**src/rtl/rom_port_arbiter.sv**
```systemverilog
// rtl/rom_port_arbiter.sv - round-robin sharing of the genrom read port between two requesters
module rom_port_arbiter #(
  parameter int MEM_ADDR    = 6,
  parameter int MEM_EXTRA   = 4,
  parameter int ROM_LATENCY = 1,
  localparam int AW = MEM_ADDR + 1,
  localparam int DW = (1 << MEM_EXTRA) * 8
) (
  input  logic                 clk,
  input  logic                 reset,
  input  logic                 req0,
  input  logic                 req1,
  input  logic [AW-1:0]        addr0,
  input  logic [AW-1:0]        addr1,
  input  logic [MEM_EXTRA-1:0] extra0,
  input  logic [MEM_EXTRA-1:0] extra1,
  input  logic [AW-1:0]        lower0,
  input  logic [AW-1:0]        upper0,
  input  logic [AW-1:0]        lower1,
  input  logic [AW-1:0]        upper1,
  output logic                 ack0,
  output logic                 ack1,
  output logic                 rvalid0,
  output logic                 rvalid1,
  output logic [DW-1:0]        rdata,
  output logic                 rerror,
  output logic                 busy,
  output logic [AW-1:0]        mem_addr,
  output logic [MEM_EXTRA-1:0] mem_extra,
  output logic [AW-1:0]        rom_lower_bound,
  output logic [AW-1:0]        rom_upper_bound,
  input  logic [DW-1:0]        mem_data,
  input  logic                 mem_error
);

  localparam int CW = (ROM_LATENCY > 1) ? $clog2(ROM_LATENCY) : 1;

  typedef enum logic [1:0] {
    S_IDLE = 2'd0,
    S_WAIT = 2'd1,
    S_CAPT = 2'd2,
    S_RESP = 2'd3
  } state_t;

  state_t        state;
  state_t        state_nx;
  logic [CW-1:0] cnt;
  logic          last_grant;
  logic          owner;
  logic          grant_any;
  logic          grant_port;
  logic          ack0_nx;
  logic          ack1_nx;
  logic          rvalid0_nx;
  logic          rvalid1_nx;
  logic          busy_nx;

  // Arbitration is only open in IDLE and RESP; a tie goes to the port that did not win last
  always_comb begin
    grant_any  = ((state == S_IDLE) || (state == S_RESP)) && (req0 || req1);
    grant_port = (req0 && req1) ? ~last_grant : req1;
  end

  // State register
  always_ff @(posedge clk or negedge reset) begin
    if (!reset) state <= S_IDLE;
    else        state <= state_nx;
  end

  // Next-state logic: WAIT lasts ROM_LATENCY cycles, then one capture cycle
  always_comb begin
    state_nx = state;
    case (state)
      S_IDLE, S_RESP: state_nx = grant_any ? S_WAIT : S_IDLE;
      S_WAIT:         state_nx = (cnt == '0) ? S_CAPT : S_WAIT;
      S_CAPT:         state_nx = S_RESP;
      default:        state_nx = S_IDLE;
    endcase
  end

  // Next values of the pulse/status outputs, registered below
  always_comb begin
    ack0_nx    = grant_any && !grant_port;
    ack1_nx    = grant_any &&  grant_port;
    rvalid0_nx = (state == S_CAPT) && !owner;
    rvalid1_nx = (state == S_CAPT) &&  owner;
    busy_nx    = (state_nx == S_WAIT) || (state_nx == S_CAPT);
  end

  // Registered outputs, captured request fields, latency counter and read data
  always_ff @(posedge clk or negedge reset) begin
    if (!reset) begin
      ack0            <= 1'b0;
      ack1            <= 1'b0;
      rvalid0         <= 1'b0;
      rvalid1         <= 1'b0;
      busy            <= 1'b0;
      rdata           <= '0;
      rerror          <= 1'b0;
      mem_addr        <= '0;
      mem_extra       <= '0;
      rom_lower_bound <= '0;
      rom_upper_bound <= '1;
      cnt             <= '0;
      last_grant      <= 1'b1;
      owner           <= 1'b0;
    end else begin
      ack0    <= ack0_nx;
      ack1    <= ack1_nx;
      rvalid0 <= rvalid0_nx;
      rvalid1 <= rvalid1_nx;
      busy    <= busy_nx;
      if (grant_any) begin
        mem_addr        <= grant_port ? addr1  : addr0;
        mem_extra       <= grant_port ? extra1 : extra0;
        rom_lower_bound <= grant_port ? lower1 : lower0;
        rom_upper_bound <= grant_port ? upper1 : upper0;
        owner           <= grant_port;
        last_grant      <= grant_port;
        cnt             <= CW'(ROM_LATENCY - 1);
      end else if ((state == S_WAIT) && (cnt != '0)) begin
        cnt <= cnt - CW'(1);
      end
      if (state == S_CAPT) begin
        rdata  <= mem_data;
        rerror <= mem_error;
      end
    end
  end

endmodule

```
**config.mk**
```make
export PLATFORM = sky130hd
export DESIGN_NAME = rom_port_arbiter
export DESIGN_NICKNAME = d
export VERILOG_FILES = /design/src/rtl/rom_port_arbiter.sv
export SDC_FILE = /design/constraint.sdc
export NUM_CORES = 1
export LEC_CHECK = 0
export BUFFER_PORTS_ARGS = -buffer_cell sky130_fd_sc_hd__buf_2
export CAP_MARGIN = 0
export CORE_AREA = 2 2 132 134
export DETAILED_ROUTE_END_ITERATION = 10
export DIE_AREA = 0 0 134 136
export PLACE_DENSITY_LB_ADDON = 0.3
export SYNTH_ARGS = -nofsm -noshare
export SYNTH_HDL_FRONTEND = slang
export SYNTH_SLANG_ARGS = --single-unit
```
**constraint.sdc**
```tcl
create_clock -name clk -period 2.9 [get_ports clk]
set_clock_uncertainty 0.05 [all_clocks]
set_input_delay 0.725 -clock clk [delete_from_list [all_inputs] [get_ports clk]]
set_output_delay 0.725 -clock clk [all_outputs]
set_load 0.02 [all_outputs]
```
After elaboration in Yosys (flattened, before gate mapping)
Index checks and enable logic that the tools add are counted.
{ "totals": {"register_bits": 164, "input_bits": 183, "word_cells": 47} }
{ "classes": {"n_reduce_logical": 15, "eq_ne": 5, "n_addsub": 1, "n_bitwise": 1, "mux": 10} }
{ "ops": {"columns": ["cell", "n"], "rows": [
  ["7-bit two-way mux", 3],
  ["1-bit logical AND", 7],
  ["2-bit == test (second input constant)", 3],
  ["2-bit case mux with 3 select lines", 1],
  ["2-bit by 1-bit == test with 1-bit output (second input constant)", 2],
  ["1-bit two-way mux", 4],
  ["4-bit two-way mux", 1],
  ["1-bit logical OR", 3],
  ["1-bit logical NOT", 2],
  ["2-bit logical NOT", 1],
  ["2-bit two-way mux", 1],
  ["2-bit nonzero test", 1],
  ["2-bit OR reduction", 1],
  ["1-bit NOT", 1],
  ["1-bit subtractor (second input constant)", 1]
]} }

Longest topological paths before layout
Gate-level depths: netlist of the first run.
{ "depth": {"depth_word": 7, "ltp_mapped": 7} }

Worst setup path after synthesis of the first run
Ideal clock, no wire load.
{ "synth_path": {"kind": "reg2reg", "from": "reg state[1]", "to": "reg mem_extra[0]", "period_less_slack_ns": 1.581, "arrival_ns": 1.405, "slack_ns": 1.319, "n_path_buf": 2, "path_stages_with_launch": 7, "setup_time_ns": 0.126, "path_cell_list": "dfrtp_1 > ha_1 > o21ai_2 > buf_6 > buf_6 > and2_0 > a221o_1"} }
{ "synth_via": {"elab_chain_cells": 3, "elab_cells_between_ends": 4} }
{ "synth_rtl": {"columns": ["element", "line_no", "rtl"], "rows": [
  ["from (decl)", "45", "state_t state;"],
  ["from (signal assigned)", "67", "else state <= state_nx;"],
  ["2-bit == test or 2-bit logical NOT (tied branches)", "60", "grant_any = ((state == S_IDLE) || (state == S_RESP)) && (req0 || req1);"],
  ["1-bit logical OR (*)", "60", null],
  ["1-bit logical AND (*)", "60", null],
  ["to (signal assigned)", "115", "mem_extra <= grant_port ? extra1 : extra0;"],
  ["to (decl)", "29", "output logic [MEM_EXTRA-1:0] mem_extra,"]
]} }
Mark *: on every way between the ends. The rest lies on a longest branch, timed or not.
A chain may end at the register's enable or synchronous reset.

Worst setup path in the final report of the first run
{ "layout_path": {"from": "reg rom_upper_bound[1]", "to": "out rom_upper_bound[1]"} }
{ "layout_rtl": {"columns": ["element", "line_no", "rtl"], "rows": [
  ["from (decl)", "31", "output logic [AW-1:0] rom_upper_bound,"],
  ["from (signal assigned)", "117", "rom_upper_bound <= grant_port ? upper1 : upper0;"]
]} }
No word-level cell between the ends.

==> metrics.md, run 1 <==
| Metric | Value |
|---|---|
| R2r startpoint | `state[0]` |
| Arrival time at the worst endpoint | `1.12 ns` |
| # diodes | `0` |
| Drt total wl | `15.98 mm` |
| Leak | `4.304 nW` |
| Crit path buf inv count | `1` |
| TNS Setup | `0 ns` |
| Vias | `roughly 4500` |
| Top cell family by delay on the critical path | `flip-flops` |
| Fillers | `~1500` |
| Area share of the largest cell type after synthesis | `62.41%` |
| # clock sinks | `164` |
| Htree depth | `4` |
| PD cells | `1265 mW/mm^2` |
| Slew margin rel. | `a little over half` |
| Worst hold path class | `in2async` |
| Routed len/inst | `between 15 and 20 um` |
| Reg-to-reg slack, setup | `approximately 1.1 ns` |
| Die Area | `0.01822 mm^2` |
| Slew of the pin with the lowest slew margin | `0.7179 ns` |
| Period utilization | `65.36%` |
| Post-synth top area cell | `dfrtp_1` |
| Initial antenna violation count | `2` |
| Resized Gates After CTS | `0` |
| Core Box Area | `0.01688 mm^2` |
| Synth area leaders | `dfrtp_1 62%, mux2_2 23%, a221o_1 4.0%` |
| Final HPWL DP | `12.41 mm` |
| Average cell area after synthesis | `16.16 um^2` |
| Outcome | `finished, final reports clean` |
| Total grt overflow | `0` |
| CP max-delay cell | `dfstp_2` |
| Peak Freq | `527.6 MHz` |
| Synth Warn # | `0` |
| Max Root-Sink Buffers | `2` |
| Reg2Reg Depth | `4` |
| Port Buffers | `about 340` |
| Layout Nets | `919` |
| Cell variety after synth | `22` |
| Min Tclk post-route | `1.895 ns` |
| First-pass GRT wire length | `24.07 mm` |
| Largest net degree at the start of global routing | `76` |
| Syn nets | `573` |
| Clock transition at path regs | `0.06 ns` |
| Slack of the critical path | `1.005 ns` |
| TritonCTS clock tree | `built` |
| Yosys reg bits | `164` |
| Setup crit start kind | `flip-flop` |
| Cells after Synth | `387` |
| Max capacitance violation total | `0` |
| Worst setup EP type | `primary output` |
| Dpl ws | `1.018 ns` |
| Clk Latency, worst-skew pair | `0.42 ns` |
| Crit-path cells | `buf_2` |
| Pre-Repair DR Iteration Count | `4` |
| Slowest stage delay, CP | `0.54 ns` |
| Layout cells sized above 1 | `69.84%` |
| DIE WIDTH | `~130 um` |
| Vias in the first global route | `4646` |
| CTS Buf Count | `17` |
| Worst Setup Path Type | `reg2out` |
| Max VDD drop | `538.8 uV` |
| Post-route ant nets | `0` |
| # rows | `48` |
| Final setup fails | `0` |
| Initial core utilization | `37.06%` |
| Syn-to-layout area delta | `40.67%` |
| Post-Syn Area | `0.006255 mm^2` |
| R2r endpoint | `rdata[71]` |
| Drt via density | `4.662` |
| Worst-path maximum fanout | `2` |
| Clk root buf | `clkbuf_16` |
| Final hold viol count | `0` |
| Final Max Tran Viols | `0` |
| DRC Markers | `0` |
| Die Span Y | `136 um` |
| DR iter-0 viols | `155` |
| RSZ-0062 raised after global routing | `false` |
| Post-CTS Setup Inserts | `0` |
| Sequential element share of the synthesized area | `between 60% and 70%` |
| Placer Congestion | `0.7952` |
| Worst EP required | `2.12 ns` |
| # IOs | `342` |
| CTS Hold Bufs | `0` |
| GRT Util Overall | `17.42%` |
## synthesized netlist by cell type
cell type / instances
a21o_1: 2
o21ai_2: 1
a21oi_1: 1
xnor2_1: 1
ha_1: 3
and2_0: 22
buf_2: 17
o21bai_1: 1
dfstp_2: 8
o21ai_0: 1
and3b_1: 1
buf_4: 2
a21oi_2: 2
inv_1: 4
a221o_1: 25
dfrtp_1: 156
mux2_2: 129
nor2b_1: 2
and2_1: 4
nand2_1: 2
clkbuf_1: 1
buf_6: 2
## sequential cells by signal (all words and copies together) (netlist names)
name,cells
busy,1
ack0,1
rom_upper_bound,7
rdata,128
rvalid1,1
cnt,1
rerror,1
owner,1
last_grant,1
mem_addr,7
rom_lower_bound,7
state,2
mem_extra,4
ack1,1
rvalid0,1
## per-layer routing
layer,vias up,global-route usage [%],share of wire (%)
met5,-,0,0.16
met2,216,31.08,52
met3,23,5.556,7.9
met1,2201,19.48,38
li1,2083,-,-
met4,4,6.619,1.8
## layout make-up
cell class	count	area, um^2	area share, %
Clock buffer	19	442.9	5.034
Clock inverter	13	122.6	1.394
Inverter	4	15.01	0.1706
Multi-Input combinational cell	197	2012	22.87
Sequential cell	164	4114	46.76
Tap cell	225	281.5	3.200
Timing Repair Buffer	349	1810	20.58
## where the power goes
part | total (mW) | switching (mW) | internal [mW] | leakage [nW]
Combinational | 4.94 | 2.81 | 2.13 | 2.11
Sequential | 4.06 | 0.565 | 3.49 | 1.93
Clock | 2.13 | 0.918 | 1.22 | 0.272
Total | 11.1 | 4.29 | 6.84 | 4.30
## metrics by stage
step,total power [mW],instances,instance area [um^2],hold slack (ns),utilization [%]
CTS,11.29,971,8798,0.1159,52.14
finish,11.13,971,8798,0.1246,52.14
global placement,8.934,939,8233,0.4130,48.78
detailed placement,9.112,939,8233,0.4152,48.78
floorplan,7.304,387,6255,0.3676,-
global route,11.76,971,8798,0.1219,52.14
## logic make-up after synthesis
group                    after synthesis  share of synthesized area (%)
flip-flops                           164                          65.77
multiplexers                         129                          23.22
AO/OA/AOI/OAI                         33                          4.941
AND/OR/NAND/NOR                       31                          3.061
buffers and inverters                 26                          2.260
adder cells (fa/ha/maj)                3                         0.6002
XOR/XNOR                               1                         0.1401
## layout by cell type (no fill, tap or decap), types with 2 or more instances in the layout
cell type,n
clkinvlp_4,3
nand2_1,2
clkbuf_16,17
nor2b_1,2
clkinv_2,3
dfstp_2,8
a221o_1,25
and2_1,4
ha_1,2
buf_4,5
inv_6,4
inv_1,4
dfrtp_1,156
buf_12,3
mux2_2,129
a21oi_2,2
and2_0,22
a21o_1,2
buf_2,340
## worst max-delay path by stage
stage,endpoint,cells after the start,start,slack (ns)
final,rom_upper_bound[1],1,rom_upper_bound[1],1.00
after global routing,rdata[28],4,state[0],0.94
after CTS,rom_upper_bound[1],1,rom_upper_bound[1],0.99
after detailed placement,rdata[28],4,state[0],1.02
after global placement,rdata[53],4,state[0],1.11
after floorplan,mem_extra[0],6,state[1],1.32
No activity file was read; power rests on OpenSTA's default activity.
==> run 2: changes to the inputs <==
==> constraint.sdc (replaced) <==
create_clock -name clk -period 1.6 [get_ports clk]
set_clock_uncertainty 0.05 [all_clocks]
set_input_delay 0.4 -clock clk [delete_from_list [all_inputs] [get_ports clk]]
set_output_delay 0.4 -clock clk [all_outputs]
set_load 0.02 [all_outputs]
==> run 2 against run 1 <==
  * Sequential power is 81% higher
  * Combinational power is 91% higher
  * Sequential share of layout area is 1.7 points lower
  * Utilization is 1.9 points higher
  * Power is 89% higher
  * Die area stayed put
  * Worst hold slack better by 0.033 ns
  * Critical path type unchanged
  * Critical endpoint is now rom_upper_bound[5]
==> metrics.md, run 2 (same netlist as run 1, synthesis figures left out) <==
| Metric | Value |
|---|---|
| Outcome | `finished, final reports clean` |
| Top cell family by delay on the critical path | `flip-flops` |
| Placer Congestion | `0.8117 (+2.1%)` |
| Leak | `4.457 nW (+3.6%)` |
| Slew margin rel. | `76.53% (+24 points)` |
| Crit path depth | `1 (unchanged)` |
| Most frequent cells in the layout | `339 x buf_2, 156 x dfrtp_1, 129 x mux2_2` |
| # diodes | `0 (unchanged)` |
| Worst hold path class | `in2reg` |
| NetSw | `7.875 mW (+83%)` |
| Fillers | `1437 (-2.5%)` |
| Max VDD drop | `1001 uV (+86%)` |
| CP max-delay cell | `dfstp_2` |
| Reg2Reg Depth | `5 (+1)` |
| Core Box Area | `0.01688 mm^2 (unchanged)` |
| Routed len/inst | `16.66 um (+1.2%)` |
| R2r endpoint | `mem_addr[2]` |
| DR iter-0 viols | `105 (-32%)` |
| GRT Util Overall | `17.62% (+0.19 points)` |
| Period utilization | `97.57%` |
| Post-route ant nets | `0 (unchanged)` |
| Max Root-Sink Buffers | `2 (unchanged)` |
| Clk Latency, worst-skew pair | `0.41 ns (about the same)` |
| Reg-to-reg slack, setup | `0.05 ns (-1.00 ns)` |
| PD cells | `2302 mW/mm^2 (+82%)` |
| Die Area | `0.01822 mm^2 (unchanged)` |
| # rows | `48 (unchanged)` |
| Largest net degree at the start of global routing | `63 (-17%)` |
| TritonCTS clock tree | `built` |
| Sw frac | `37.50% (-1.1 points)` |
| Min Tclk post-route | `around 1.6 ns` |
| Slack of the critical path | `0.03887 ns (-0.9657 ns)` |
| Worst EP required | `1.15 ns (-0.97 ns)` |
| Crit-path cells | `buf_2` |
| DRC Markers | `0 (unchanged)` |
| Slowest stage delay, CP | `0.54 ns (about the same)` |
| Drt total wl | `16.49 mm (+3.2%)` |
| Final hold viol count | `0 (unchanged)` |
| Seq pwr share | `35.1% (-1.3 points)` |
| Worst setup EP type | `primary output` |
| Worst Setup Path Type | `reg2out` |
| Slew of the pin with the lowest slew margin | `0.3484 ns (-0.3695 ns)` |
| Critical path startpoint | `rom_upper_bound[5]` |
| # IOs | `342 (unchanged)` |
| Crit path to | `rom_upper_bound[5]` |
| Final HPWL DP | `12.65 mm (+1.9%)` |
| Dpl ws | `0.01115 ns (-1.006 ns)` |
| Max FFs per register | `128 (unchanged)` |
| Die Span Y | `136 um (unchanged)` |
| Syn-to-layout area delta | `45.89%` |
| First-pass GRT wire length | `24.70 mm (+2.6%)` |
| Clk root buf | `clkbuf_16` |
| Initial core utilization | `37.06% (unchanged)` |
| P_int | `13.13 mW (+92%)` |
| Top reg by flops | `rdata` |
| Final setup fails | `0 (unchanged)` |
| Clock transition at path regs | `0.07 ns (about the same)` |
| Max capacitance violation total | `0 (unchanged)` |
| Vias in the first global route | `4756 (+2.4%)` |
| Layout cells sized above 1 | `70.33% (+0.49 points)` |
| Port Buffers | `341 (unchanged)` |
| Worst-path maximum fanout | `2 (unchanged)` |
| Most common cell after layout, fill and taps aside | `buf_2` |
| Peak Freq | `roughly 640 MHz` |
| # clock sinks | `164 (unchanged)` |
| Drt via density | `4.683 (+0.44%)` |
| R2r startpoint | `state[1]` |
| Htree depth | `4 (unchanged)` |
| Pre-Repair DR Iteration Count | `4 (unchanged)` |
| Clock Power Share | `20.0% (+0.8 points)` |
| Combinational power share | `45.0% (+0.6 points)` |
| Layout Nets | `938 (+2.1%)` |
| Arrival time at the worst endpoint | `1.11 ns (about the same)` |
| Crit path buf inv count | `1 (unchanged)` |
| Total grt overflow | `0 (unchanged)` |
| DIE WIDTH | `134 um (unchanged)` |
| Final Power | `21.00 mW (+89%)` |
| Initial antenna violation count | `1 (-1)` |
| Vias | `4636 (+2.4%)` |
| Setup crit start kind | `flip-flop` |
| CTS Buf Count | `17 (unchanged)` |
| Final Max Tran Viols | `0 (unchanged)` |
[run 2: cell count changes in the layout (fill, tap and decap cells not counted), sizes merged]
| cell | change |
|---|---|
| buf | +17 |
| clkinv | -1 |
| inv | -3 |
| clkinvlp | -1 |
| clkbuf | +4 |
| dlygate4sd3 | +1 |
| bufinv | +2 |
[run 2: metrics by stage]
step	setup TNS (ns)	std cells	utilization [%]	hold slack, ns	instance area [um^2]
after CTS	0	986	53.68	0.1339	9060
final	0	990	54.07	0.1581	9125
after global placement	0	953	50.00	0.2761	8438
after detailed placement	0	953	50.00	0.2765	8438
after floorplan	0	387	-	0.05441	6255
after global routing	-0.01318	990	54.07	0.1418	9125
[run 2: how the worst min path moves through the flow]
stage / start / cells past startpoint / slack [ns] / end
floorplan: reset / 0 / 0.05 / ack0
detailed placement: reset / 1 / 0.28 / rdata[25]
global route: mem_data[47] / 2 / 0.14 / rdata[47]
global placement: reset / 1 / 0.28 / rdata[25]
finish: mem_data[56] / 2 / 0.16 / rdata[56]
CTS: mem_data[1] / 2 / 0.13 / rdata[1]
[run 2: layer usage]
layer,vias up,share of wire (%),track usage (%)
met3,23,7.6,4.623
met4,2,1.9,6.324
met5,-,0.10,0
li1,2119,-,-
met2,217,53,32.05
met1,2275,38,19.95
[run 2: worst register-to-register path, stage by stage (launching register included)]
cell,delay (ns)
dfrtp_1,0.42
ha_4,0.31
o21ai_4,0.07
buf_4,0.15
and2_0,0.15
a221o_1,0.27
[run 2: layout make-up]
type | instances | area (um^2) | area share, %
tap | 225 | 281.5 | 3.085
sequential | 164 | 4114 | 45.08
clock inverter | 10 | 147.6 | 1.618
timing repair buffer | 368 | 2083 | 22.83
multi-input combinational | 197 | 2019 | 22.13
clock buffer | 22 | 464.2 | 5.087
inverter | 4 | 15.01 | 0.1645
[run 2: power by group through the flow]
stage | logic, mW | clock network [mW] | registers, mW
floorplan | 3.34 | 0 | 9.90
global placement | 9.17 | 0 | 7.36
detailed placement | 9.44 | 0 | 7.42
CTS | 9.42 | 4.33 | 7.39
global route | 10.1 | 4.49 | 7.64
finish | 9.44 | 4.20 | 7.36
[run 2: timing repair]
action	in CTS	in global routing
hold buffers	1	0
resized for setup	0	4
endpoints found under the setup margin	0	83
endpoints found under the hold margin	18	0
setup buffers	0	3
